===== config.mk =====
export PLATFORM = sky130hd
export DESIGN_NAME = poly_oscillator
export DESIGN_NICKNAME = d
export VERILOG_FILES = /design/src/rtl/osc_pkg.sv /design/src/rtl/osc_shaper.sv /design/src/rtl/poly_oscillator.sv
export SDC_FILE = /design/constraint.sdc
export NUM_CORES = 1
export LEC_CHECK = 0
export CAP_MARGIN = 0
export CORE_MARGIN = 1.5
export CORE_UTILIZATION = 40
export DETAILED_ROUTE_END_ITERATION = 7
export SYNTH_ARGS = -nofsm -noshare
export SYNTH_HDL_FRONTEND = slang
export SYNTH_SLANG_ARGS = --single-unit

===== constraint.sdc =====
create_clock -name clk_i -period 11.9 [get_ports clk_i]
set_input_delay 1.785 -clock clk_i [delete_from_list [all_inputs] [get_ports clk_i]]
set_output_delay 1.785 -clock clk_i [all_outputs]
set_load 0.03 [all_outputs]

===== src/rtl/osc_pkg.sv =====
// Shared codes and constants for the poly_oscillator datapath.
package osc_pkg;

  // Waveform codes held in each voice's wave register (5-15 behave as off).
  localparam logic [3:0] WaveOff    = 4'd0;
  localparam logic [3:0] WaveSaw    = 4'd1;
  localparam logic [3:0] WaveSquare = 4'd2;
  localparam logic [3:0] WaveTri    = 4'd3;
  localparam logic [3:0] WaveNoise  = 4'd4;

  // Config port register selects (3 is ignored).
  localparam logic [1:0] CfgInc      = 2'd0;
  localparam logic [1:0] CfgWave     = 2'd1;
  localparam logic [1:0] CfgPhaseRst = 2'd2;

  localparam logic [15:0] LfsrMask = 16'hB400;
  localparam logic [15:0] LfsrSeed = 16'hACE1;

  typedef enum logic [1:0] {StIdle, StScan, StDone} state_e;

  // One step of the right-shifting Galois LFSR.
  function automatic logic [15:0] lfsr_next(input logic [15:0] s);
    return {1'b0, s[15:1]} ^ (s[0] ? LfsrMask : 16'h0000);
  endfunction

endpackage


===== src/rtl/osc_shaper.sv =====
// Combinational waveform shaper: updated phase top bits + wave code -> voice sample.
module osc_shaper
  import osc_pkg::*;
#(
  parameter int unsigned BitDepth = 12
) (
  // Top BitDepth+1 bits of the phase: MSB plus the BitDepth bits below it.
  input  logic [BitDepth:0]   phase_i,
  input  logic [3:0]          wave_i,
  input  logic [BitDepth-1:0] noise_i,
  output logic [BitDepth-1:0] shaped_o
);

  // Select the waveform; unknown codes fall back to the mid-scale "off" level.
  always_comb begin
    shaped_o = '0;
    shaped_o[BitDepth-1] = 1'b1;
    case (wave_i)
      WaveSaw:    shaped_o = phase_i[BitDepth:1];
      WaveSquare: shaped_o = phase_i[BitDepth] ? '0 : '1;
      WaveTri:    shaped_o = phase_i[BitDepth-1:0] ^ {BitDepth{phase_i[BitDepth]}};
      WaveNoise:  shaped_o = noise_i;
      default:    ;
    endcase
  end

endmodule


===== src/rtl/poly_oscillator.sv =====
// Time-multiplexed multi-voice oscillator: one phase datapath scans all voices per
// sample tick, sums the shaped voices and strobes the mixed sample out.
module poly_oscillator
  import osc_pkg::*;
#(
  parameter int unsigned Voices      = 4,
  parameter int unsigned BitDepth    = 12,
  parameter int unsigned BitFraction = 12,
  localparam int unsigned AccW = BitDepth + BitFraction,
  localparam int unsigned VW   = (Voices > 1) ? $clog2(Voices) : 1,
  localparam int unsigned OutW = BitDepth + $clog2(Voices)
) (
  input  logic            clk_i,
  input  logic            rst_ni,
  input  logic            sample_tick_i,
  input  logic            cfg_we_i,
  input  logic [VW-1:0]   cfg_voice_i,
  input  logic [1:0]      cfg_addr_i,
  input  logic [15:0]     cfg_wdata_i,
  output logic [OutW-1:0] out_o,
  output logic            out_valid_o,
  output logic            overrun_o
);

  state_e              state_q, state_d;
  logic [VW-1:0]       slot_q, slot_d;
  logic [AccW-1:0]     phase_q [Voices];
  logic [AccW-1:0]     phase_d [Voices];
  logic [15:0]         inc_q   [Voices];
  logic [15:0]         inc_d   [Voices];
  logic [3:0]          wave_q  [Voices];
  logic [3:0]          wave_d  [Voices];
  logic [BitDepth-1:0] noise_q [Voices];
  logic [BitDepth-1:0] noise_d [Voices];
  logic [15:0]         lfsr_q, lfsr_d;
  logic [OutW-1:0]     acc_q, acc_d;
  logic [OutW-1:0]     out_q, out_d;

  logic [AccW:0]       sum;
  logic [AccW-1:0]     p;
  logic                noise_adv;
  logic [15:0]         lfsr_adv;
  logic [BitDepth-1:0] slot_noise;
  logic [BitDepth-1:0] shaped;

  // Slot datapath: phase add with carry, and the noise value this slot would shape.
  always_comb begin
    sum        = {1'b0, phase_q[slot_q]} + (AccW + 1)'(inc_q[slot_q]);
    p          = sum[AccW-1:0];
    lfsr_adv   = lfsr_next(lfsr_q);
    noise_adv  = (wave_q[slot_q] == WaveNoise) && sum[AccW];
    // A noise voice shapes the freshly loaded value when its phase wraps.
    slot_noise = noise_adv ? lfsr_adv[15 -: BitDepth] : noise_q[slot_q];
  end

  osc_shaper #(
    .BitDepth(BitDepth)
  ) u_shaper (
    .phase_i (p[AccW-1 -: BitDepth+1]),
    .wave_i  (wave_q[slot_q]),
    .noise_i (slot_noise),
    .shaped_o(shaped)
  );

  // Scan FSM and register-file next state; config writes are applied last so a
  // phase reset overrides a same-cycle slot update.
  always_comb begin
    state_d = state_q;
    slot_d  = slot_q;
    acc_d   = acc_q;
    out_d   = out_q;
    phase_d = phase_q;
    inc_d   = inc_q;
    wave_d  = wave_q;
    noise_d = noise_q;
    lfsr_d  = lfsr_q;

    unique case (state_q)
      StIdle: begin
        if (sample_tick_i) begin
          state_d = StScan;
          slot_d  = '0;
          acc_d   = '0;
        end
      end
      StScan: begin
        phase_d[slot_q] = p;
        acc_d = acc_q + OutW'(shaped);
        if (noise_adv) begin
          lfsr_d          = lfsr_adv;
          noise_d[slot_q] = slot_noise;
        end
        if (slot_q == VW'(Voices - 1)) begin
          state_d = StDone;
          // Load the final sum now so out is already new while out_valid is high.
          out_d   = acc_d;
        end else begin
          slot_d = slot_q + 1'b1;
        end
      end
      StDone:  state_d = StIdle;
      default: state_d = StIdle;
    endcase

    if (cfg_we_i && (32'(cfg_voice_i) < Voices)) begin
      case (cfg_addr_i)
        CfgInc:      inc_d[cfg_voice_i]   = cfg_wdata_i;
        CfgWave:     wave_d[cfg_voice_i]  = cfg_wdata_i[3:0];
        CfgPhaseRst: phase_d[cfg_voice_i] = '0;
        default:     ;
      endcase
    end
  end

  // State registers with asynchronous active-low reset.
  always_ff @(posedge clk_i or negedge rst_ni) begin
    if (!rst_ni) begin
      state_q <= StIdle;
      slot_q  <= '0;
      lfsr_q  <= LfsrSeed;
      acc_q   <= '0;
      out_q   <= '0;
      for (int i = 0; i < int'(Voices); i++) begin
        phase_q[i] <= '0;
        inc_q[i]   <= '0;
        wave_q[i]  <= WaveOff;
        noise_q[i] <= '0;
      end
    end else begin
      state_q <= state_d;
      slot_q  <= slot_d;
      lfsr_q  <= lfsr_d;
      acc_q   <= acc_d;
      out_q   <= out_d;
      phase_q <= phase_d;
      inc_q   <= inc_d;
      wave_q  <= wave_d;
      noise_q <= noise_d;
    end
  end

  assign out_o       = out_q;
  assign out_valid_o = (state_q == StDone);
  assign overrun_o   = sample_tick_i && (state_q != StIdle);

endmodule


After elaboration in Yosys (flattened, before gate mapping)
Index checks and enable logic that the tools add are counted.
{"block": "classes", "addsub": 3, "eq_ne": 12, "mux": 41, "bitwise": 6, "order_cmp": 4, "n_reduce_logical": 15}
{"op": "$mux 96", "count": 3}
{"op": "$and 96x96->96", "count": 1}
{"op": "$bwmux 96", "count": 1}
{"op": "$demux 24 s2", "count": 2}
{"op": "$mux 24", "count": 4}
{"op": "$not 96->96", "count": 1}
{"op": "$bwmux 64", "count": 1}
{"op": "$mux 16", "count": 4}
{"op": "$mux 12", "count": 5}
{"op": "$bmux 24 s2", "count": 1}
{"op": "$bwmux 48", "count": 1}
{"op": "$pmux 12 s4", "count": 1}
{"op": "$bmux 16 s2", "count": 1}
{"op": "$demux 16 s2", "count": 1}
{"op": "$pmux 14 s2", "count": 1}
{"op": "$add 24x16->25", "count": 1}
{"op": "$bmux 12 s2", "count": 1}
{"op": "$demux 12 s2", "count": 1}
{"op": "$bwmux 16", "count": 1}
{"op": "$xor 15x16->16", "count": 1}
{"op": "$add 14x12->14", "count": 1}
{"op": "$mux 14", "count": 1}
{"op": "$mux 4", "count": 3}
{"op": "$reduce_and 2->1", "count": 6}
{"op": "19 further kinds", "count": 37}
{"block": "totals", "ff_bits": 272, "output_inout_bits": 16, "word_cells": 102, "in_bits": 24}

Logic depth before layout (Yosys ltp)
Gate-level depths: netlist of run 1.
{"block": "depth", "ltp_word": 10, "depth_mapped": 27, "depth_no_buf": 22}

Hierarchy
A second synthesis of run 1 with hierarchy kept.
{"block": "unflattened", "cells_unflattened": 1158, "area_unflattened_um2": 13967.1}
{"module": "poly_oscillator", "cells_per_inst": 1093, "area_each_um2": 13421.6, "n_inst": 1, "seq_area_each_um2": 6816.5}
{"module": "osc_shaper", "cells_per_inst": 65, "area_each_um2": 545.5, "n_inst": 1, "seq_area_each_um2": 0.0}

Least setup slack after synthesis of run 1
Ideal clock, no wire load.
{"block": "synth_timing", "path_kind": "register to register", "from": "register slot_q[0]", "to": "register out_q[10] (netlist: out_o[10])", "stages_incl_launch_ff": 27, "path_slack_ns": 4.806, "setup_time_ns": 0.125, "t_required_ns": 11.775, "period_less_slack_ns": 7.094, "arrival_time_ns": 6.970, "path_cell_list": "dfrtp_1 -> buf_4 -> buf_6 -> buf_2 -> clkbuf_1 -> buf_1 -> mux4_2 -> ha_1 -> a21oi_1 -> and2_1 -> a211oi_1 -> nor4_1 -> nor4_1 -> nor2_2 -> buf_6 -> xnor2_1 -> o221ai_1 -> ha_1 -> fa_1 -> a21o_1 -> a21oi_1 -> o21bai_1 -> a21oi_1 -> o21bai_1 -> a21bo_2 -> xor2_1 -> mux2_2"}
{"block": "synth_between", "elab_chain_len": 9, "word_cells_on_any_way": 26, "cone_classes": "add/sub (2); eq/ne (5); mux (15); bitwise (2); reduce/logical (2)"}
{"element": "start: declaration", "line": "poly_oscillator.sv:26", "source": "logic [VW-1:0] slot_q, slot_d;"}
{"element": "start signal: assignment", "line": "poly_oscillator.sv:131", "source": "slot_q <= slot_d;"}
{"element": "$not 2->3 (not written as such)"}
{"element": "$bmux 24 s2, or another cell as far along", "line": "poly_oscillator.sv:48", "source": "sum = {1'b0, phase_q[slot_q]} + (AccW + 1)'(inc_q[slot_q]);"}
{"element": "$mux 24 (not written as such), or another cell as far along (2 in a row)", "line": "poly_oscillator.sv:48"}
{"element": "$add 24x16->25 / $eq 4x3->1 (equally long branches)", "line": "poly_oscillator.sv:48, osc_shaper.sv:18, poly_oscillator.sv:51"}
{"element": "$logic_and 1x1->1", "line": "poly_oscillator.sv:51", "source": "noise_adv = (wave_q[slot_q] == WaveNoise) && sum[AccW];"}
{"element": "$mux 12", "line": "poly_oscillator.sv:53", "source": "slot_noise = noise_adv ? lfsr_adv[15 -: BitDepth] : noise_q[slot_q];"}
{"element": "$pmux 12 s4", "line": "osc_shaper.sv:18", "source": "case (wave_i)"}
{"element": "$add 14x12->14", "line": "poly_oscillator.sv:88", "source": "acc_d = acc_q + OutW'(shaped);"}
{"element": "end signal: assignment", "line": "poly_oscillator.sv:134", "source": "out_q <= out_d;"}
{"element": "end: declaration", "line": "poly_oscillator.sv:37", "source": "logic [OutW-1:0] out_q, out_d;"}
Parallel ways exist; a longest one is shown, timed or not. The select of a mux whose other input is x is not followed.
A chain may end at the register's enable or synchronous reset.

Worst setup path after layout of run 1
{"block": "layout_timing", "from": "register slot_q[0]", "to": "register out_q[12] (netlist: out_o[12])"}
Same word-level chain as after synthesis.

==> reports/qor.csv, run 1 <==
stage;metric;value;unit
synthesis;Post-synth ARST share;1.00;
global_route;gr ovfl total;0;
synthesis;post-synth top area cell;dfrtp_1;
synthesis;EDFF count, synth;0;
floorplan;I/O pin cnt;40;
worst_setup_path;CP max stage cell;dfrtp_4;
worst_hold_path;Hold Crit Class;flip-flop to flip-flop;
floorplan;Die Height;189;um
cts;CTS buffer count;30;
timing;Slew Viols, Final;0;
worst_setup_path;RR Endpoint;out_o[12];
layout;post-route cell area;15700;um2
global_route;pin count of the biggest net entering global routing;126;
timing;clk_skew;0.0188;ns
route;Residual DRC;0;
timing;fmax;134;MHz
synthesis;synth warn;0;
global_route;first-pass GRT wire length;54900;um
worst_setup_path;Cell Chain, Critical Path;buf_4 > mux4_2 > ha_1 > inv_1 > fa_1 > nor2b_1 > o211ai_1 > a32oi_1 > o21ai_0 > a211o_1 > mux2_2 > nand2_1 > o221ai_1 > ha_1 > fa_1 > a21o_1 > a21oi_1 > o21bai_1 > a21oi_1 > o21bai_1 > a211oi_1 > xnor2_1 > o21ai_0;
worst_setup_path;element type at the critical path start;flip-flop;
timing;Setup TNS;0;ns
global_route;vias in the first global route;9744;
worst_setup_path;crit-path max cell delay;0.76;ns
power;Power Density;297;nW/um2
global_route;Total GRT Usage;0.194;
cts;Root Driver;clkbuf_16;
cts;CTS Buffer Depth;3;
synthesis;syn_area_per_cell;11.4;um2
worst_setup_path;FF-to-FF path depth;23;
synthesis;Top FF cell, synth;dfrtp_1;
layout;most frequent cells in the layout;dfrtp_1 (262), nand2_1 (206), mux2_2 (136), a21oi_1 (83), nor2_1 (68);
global_route;initial antenna violation count;0;
floorplan;FP Rows;67;
cts;Setup Buffers After CTS;0;
worst_setup_path;crit path launch;slot_q[0];
timing;endpoints failing setup;0;
timing;worst slew pin tran;1.21;ns
timing;Max transition margin;0.182;
route;antenna viol nets, final;0;
route;via count;9588;
synthesis;post-synth top area share;0.477;
synthesis;Mapped Nets;1275;
floorplan;Core ar.;33800;um2
cts;CTS tree;built;
route;DRT Wirelength;33500;um
floorplan;die area;35700;um2
placed_design;placed inst area;14700;um2
worst_hold_path;hold endpoint;out_o[0];
floorplan;die span in x;189;um
worst_setup_path;reg2reg setup slack;4.42;ns
layout;commonest non-fill, non-tap cell in the layout;dfrtp_1;
synthesis;Seq/Total Area, Yosys;0.492;
power;Leak;6.79;nW
worst_setup_path;critical path's top delay family;compound AO/OA/AOI/OAI gates;
cts;# hold bufs at CTS;0;
cts;worst skew pair latency;0.56;ns
synthesis;Netlist cell types;64;
timing;final hold vios;0;
worst_setup_path;kind of critical path;flip-flop to flip-flop;
route;DRT iter0 DRCs;599;
layout;Area Overhead vs Synth;13.2;%
route;drt pass-1 iters;7;
layout;ratio of cells with drive above 1 in the final layout;0.229;
timing;fin crit period;7.48;ns
placed_design;Port Buf Inserts;39;
layout;nets;1297;
route;routed length per placed instance;19.6;um
cts;# resized after CTS;0;
worst_hold_path;hold path depth;2;
worst_hold_path;Hold Startpoint;out_o[0];
worst_setup_path;CP required;12.32;ns
worst_setup_path;R2R Path Start;slot_q[0];
floorplan;Initial Utilization;0.410;
power;maximum vdd drop;0.215;mV
outcome;outcome;completed;
run;maxcap violations;0;
synthesis;flop and latch count out of synthesis;272;
timing;RSZ-0062 raised after global routing;false;
worst_setup_path;Worst Path Buf+Inv;2;
cts;Sink Count;272;
synthesis;synthesized area;13800;um2
placed_design;DPL Wire Length;21700;um
route;vias per std cell;5.61;
synthesis;largest cells by area after synthesis;dfrtp_1 (48%), mux2_2 (11%), mux4_2 (9.1%);
placed_design;RePlAce Congestion;0.893;
worst_setup_path;Critical Path Fanout Max;35;
worst_setup_path;CP Capture Type;flip-flop;
synthesis;Post-Synthesis Cells;1217;
timing;Final period util;0.628;
cts;# H-tree levels;1;
cts;clock slew at reported path FFs;0.06;ns
worst_setup_path;Critical Path AT;7.90;ns
layout;ant diodes;0;
==> cells by family after synthesis <==
| logic type | after synthesis | synth area share |
|---|---|---|
| simple gates | 360 | 0.112 |
| flops | 272 | 0.492 |
| compound gates | 238 | 0.113 |
| mux | 198 | 0.206 |
| buf+inv | 83 | 0.0246 |
| fa+ha+maj | 34 | 0.0318 |
| xor+xnor | 32 | 0.0202 |
==> flip-flops by register name, summed over array words and instances (netlist names) <==
name	count
wave_q	16
phase_q	96
state_q	2
noise_q	48
out_o	14
lfsr_q	16
inc_q	64
slot_q	2
acc_q	14
==> synth_stat cells, types with 12 or more instances <==
library cell and n:
nor3_1 14, xnor2_1 20, ha_1 32, clkbuf_1 47, o21ai_0 34, a21oi_1 83
nand3_1 12, nand2_1 206, mux4_2 56, mux2_2 136, inv_1 16, nor2_1 70
xor2_1 12, dfrtp_1 264, a211oi_1 41
==> metrics by stage <==
stage           util  hold slack, ns  cells  total power, mW  setup slack (ns)
2_1_floorplan      -           0.445   1217             3.10              4.81
3_3_place_gp   0.434           0.458   1655             3.68              4.47
3_5_place_dp   0.434           0.465   1655             3.73              4.38
4_1_cts        0.464           0.479   1708             4.68              4.34
5_1_grt        0.464           0.508   1708             5.01              3.75
6_report       0.464           0.473   1708             4.66              4.42
==> final cells by class <==
cell class / count / area [um2]
sequential: 272 / 6820
timing repair buffer: 55 / 515
inverter: 18 / 67.6
tap: 448 / 561
clock buffer: 36 / 803
fill: 3102 / 18100
clock inverter: 17 / 201
multi-input combinational: 862 / 6710
==> worst max-delay path by stage <==
stage                            to  slack [ns]  depth (start not counted)
after CTS                 out_o[12]        4.34                         23
final                     out_o[12]        4.42                         23
after detailed placement  out_o[12]        4.38                         23
after global placement    out_o[12]        4.47                         23
after global routing      out_o[12]        3.75                         23
after floorplan           out_o[10]        4.81                         26
==> tightest hold or removal path: cells and delay by family (launching register included) <==
kind / cells / cell delay [ns]
flip-flops: 1 / 0.34
AND/OR/NAND/NOR: 2 / 0.10
==> layer usage <==
metal / GRT usage / wire length (um) / vias up
li1: - / - / 4463
met1: 0.286 / 15900 / 4856
met2: 0.300 / 15300 / 219
met3: 0.0271 / 1650 / 50
met4: 0.0501 / 623 / 0
met5: 0 / 0 / -
==> report_power, final <==
part	total [mW]	internal (mW)	leakage [nW]	switching [mW]
logic	2.36	0.953	2.89	1.41
clock network	0.943	0.565	0.498	0.378
registers	1.36	1.19	3.40	0.173
total	4.66	2.71	6.79	1.96
Note: power is estimated with default switching activity, not from simulation.
==> run 2, diff against run 1 <==
==> constraint.sdc (replaced) <==
create_clock -name clk_i -period 7.5 [get_ports clk_i]
set_input_delay 1.125 -clock clk_i [delete_from_list [all_inputs] [get_ports clk_i]]
set_output_delay 1.125 -clock clk_i [all_outputs]
set_load 0.03 [all_outputs]
==> run 2 against run 1 <==
Register-to-register slack got worse by 3.7 ns. Sequential cell count did not move. Sequential power rose by 59%. Combinational power is 61% higher. Sequential share of layout area shrank 0.18 points. Clock skew fell by 0.011 ns. Total power increased by 60%. Critical path type unchanged. Critical endpoint is now out_o[9]. Largest cell class unchanged.
==> reports/qor.csv, run 2 (synthesized netlist as in run 1, its figures left out) <==
stage;metric;value;unit
floorplan;die area;35700;um2
cts;# resized after CTS;0;
power;Power Density;473;nW/um2
timing;fin crit period;6.75;ns
cts;worst skew pair latency;0.55;ns
placed_design;Port Buf Inserts;39;
floorplan;Initial Utilization;0.410;
timing;fmax;148;MHz
worst_setup_path;FF-to-FF path depth;21;
floorplan;FP Rows;67;
timing;RSZ-0062 raised after global routing;false;
placed_design;placed inst area;14700;um2
worst_setup_path;Cell Chain, Critical Path;mux4_2 > ha_1 > inv_1 > fa_1 > nor2b_1 > o211ai_1 > a32oi_1 > o21ai_0 > buf_4 > a211o_1 > and3_1 > a211oi_1 > o311ai_0 > ha_1 > inv_1 > o21bai_1 > a21oi_1 > o21ai_0 > a21oi_1 > or4b_2 > nand3_1;
route;vias per std cell;5.58;
layout;Layout fillers;3107;
power;Gate power share;0.512;
cts;CTS tree;built;
route;drt pass-1 iters;7;
cts;clock slew at reported path FFs;0.06;ns
global_route;Total GRT Usage;0.193;
layout;commonest non-fill, non-tap cell in the layout;dfrtp_1;
outcome;outcome;completed;
route;M1 wire length;16000;um
power;Internal Power;4.35;mW
layout;Multi-input gate area;6710;um2
worst_hold_path;hold path depth;2;
worst_setup_path;crit-path max cell delay;0.86;ns
placed_design;RePlAce Congestion;0.887;
cts;# H-tree levels;1;
floorplan;I/O pin cnt;40;
route;antenna viol nets, final;0;
global_route;initial antenna violation count;0;
layout;most frequent cells in the layout;dfrtp_1 (262), nand2_1 (206), mux2_2 (136), a21oi_1 (83), nor2_1 (68);
cts;Root Driver;clkbuf_16;
layout;biggest regs;phase_q: 96 flops, inc_q: 64 flops, noise_q: 48 flops;
cts;Setup Buffers After CTS;0;
floorplan;Core ar.;33800;um2
power;Sw Ratio;0.417;
worst_hold_path;hold endpoint;out_o[4];
layout;ratio of cells with drive above 1 in the final layout;0.230;
worst_setup_path;Critical Path Fanout Max;33;
floorplan;Die Height;189;um
route;routed length per placed instance;19.5;um
layout;largest register by flop count;phase_q;
route;DRT Wirelength;33500;um
cts;CTS Buffer Depth;3;
worst_setup_path;CP required;7.99;ns
timing;Slew Viols, Final;0;
route;DRT iter0 DRCs;630;
worst_setup_path;reg2reg setup slack;0.75;ns
run;maxcap violations;0;
power;Reg power frac;0.290;
worst_hold_path;Hold Startpoint;out_o[4];
power;maximum vdd drop;0.247;mV
route;via count;9563;
timing;final hold vios;0;
cts;CTS buffer count;30;
cts;Sink Count;272;
worst_setup_path;element type at the critical path start;flip-flop;
worst_setup_path;kind of critical path;flip-flop to flip-flop;
timing;clk_skew;0.00758;ns
power;clock share of power;0.198;
route;wire length on met3;1490;um
power;Leak;6.82;nW
cts;# hold bufs at CTS;0;
route;Residual DRC;0;
global_route;pin count of the biggest net entering global routing;161;
layout;sequential cell area;6820;um2
layout;post-route cell area;15700;um2
layout;max reg flops;96;
worst_setup_path;RR Endpoint;out_o[9];
timing;Setup TNS;0;ns
timing;Final period util;0.900;
global_route;gr ovfl total;0;
floorplan;die span in x;189;um
placed_design;DPL Wire Length;21900;um
layout;fin util;0.466;
placed_design;Setup WS pre-CTS;0.794;ns
timing;Max transition margin;0.292;
worst_hold_path;Hold Crit Class;flip-flop to flip-flop;
global_route;vias in the first global route;9934;
worst_setup_path;CP Capture Type;flip-flop;
layout;nets;1303;
power;Switch Pwr;3.10;mW
timing;setup ws final;0.748;ns
route;Top Metal Used;met4;
route;Met2 Routed Length;15400;um
worst_setup_path;R2R Path Start;slot_q[0];
timing;endpoints failing setup;0;
timing;worst slew pin tran;1.06;ns
worst_setup_path;CP max stage cell;dfrtp_4;
global_route;first-pass GRT wire length;55200;um
layout;Area Overhead vs Synth;13.7;%
layout;ant diodes;0;
worst_setup_path;Critical Path AT;7.24;ns
[run 2: power groups by stage]
stage | clock (mW) | combinational (mW) | sequential [mW]
2_1_floorplan | 0 | 2.80 | 2.11
3_3_place_gp | 0 | 3.72 | 2.18
3_5_place_dp | 0 | 3.79 | 2.19
4_1_cts | 1.51 | 3.80 | 2.17
5_1_grt | 1.57 | 4.21 | 2.22
6_report | 1.47 | 3.81 | 2.16
[run 2: routing by layer]
metal | up-vias | global-route usage
met5 | - | 0
met4 | 0 | 0.0443
met3 | 40 | 0.0235
met2 | 203 | 0.308
met1 | 4855 | 0.282
li1 | 4465 | -
[run 2: worst max-delay path by stage]
stage / startpoint / end
floorplan: slot_q[0] / out_o[10]
global placement: slot_q[0] / out_o[9]
finish: slot_q[0] / out_o[9]
global route: slot_q[0] / out_o[12]
CTS: slot_q[0] / out_o[9]
detailed placement: slot_q[0] / out_o[9]
[run 2: stage by stage]
| stage | power, mW | cells | hold slack (ns) |
|---|---|---|---|
| 3_3_place_gp | 5.91 | 1661 | 0.456 |
| 5_1_grt | 8.00 | 1715 | 0.496 |
| 3_5_place_dp | 5.98 | 1661 | 0.465 |
| 6_report | 7.45 | 1715 | 0.475 |
| 4_1_cts | 7.48 | 1715 | 0.479 |
| 2_1_floorplan | 4.91 | 1217 | 0.445 |
[run 2: area by class of cell]
cell class | instances | share of cell area
inverters | 18 | 0.00429
clock inverters | 9 | 0.00620
flip-flops and latches | 272 | 0.433
multi-input cells | 862 | 0.426
repair buffers | 61 | 0.0372
well taps | 448 | 0.0356
clock buffers | 45 | 0.0571
[run 2: worst max-delay path: cells and delay by family, from the launching register on]
kind / cells / cell delay, ns
AO/OA/AOI/OAI: 10 / 2.86
buffers and inverters: 3 / 0.33
multiplexers: 1 / 0.36
AND/OR/NAND/NOR: 4 / 1.21
flip-flops: 1 / 0.86
adder cells (fa/ha/maj): 3 / 1.03
==> run 3, diff against run 2 <==
--- a/config.mk
+++ b/config.mk
@@ -8,7 +8,9 @@
 export CAP_MARGIN = 0
 export CORE_MARGIN = 1.5
 export CORE_UTILIZATION = 40
+export CTS_CLUSTER_DIAMETER = 150
 export DETAILED_ROUTE_END_ITERATION = 7
+export GPL_ROUTABILITY_DRIVEN = 0
 export SYNTH_ARGS = -nofsm -noshare
 export SYNTH_HDL_FRONTEND = slang
 export SYNTH_SLANG_ARGS = --single-unit
==> results of run 3 <==
Final layout, timing and power as in run 2 (identical DEF).
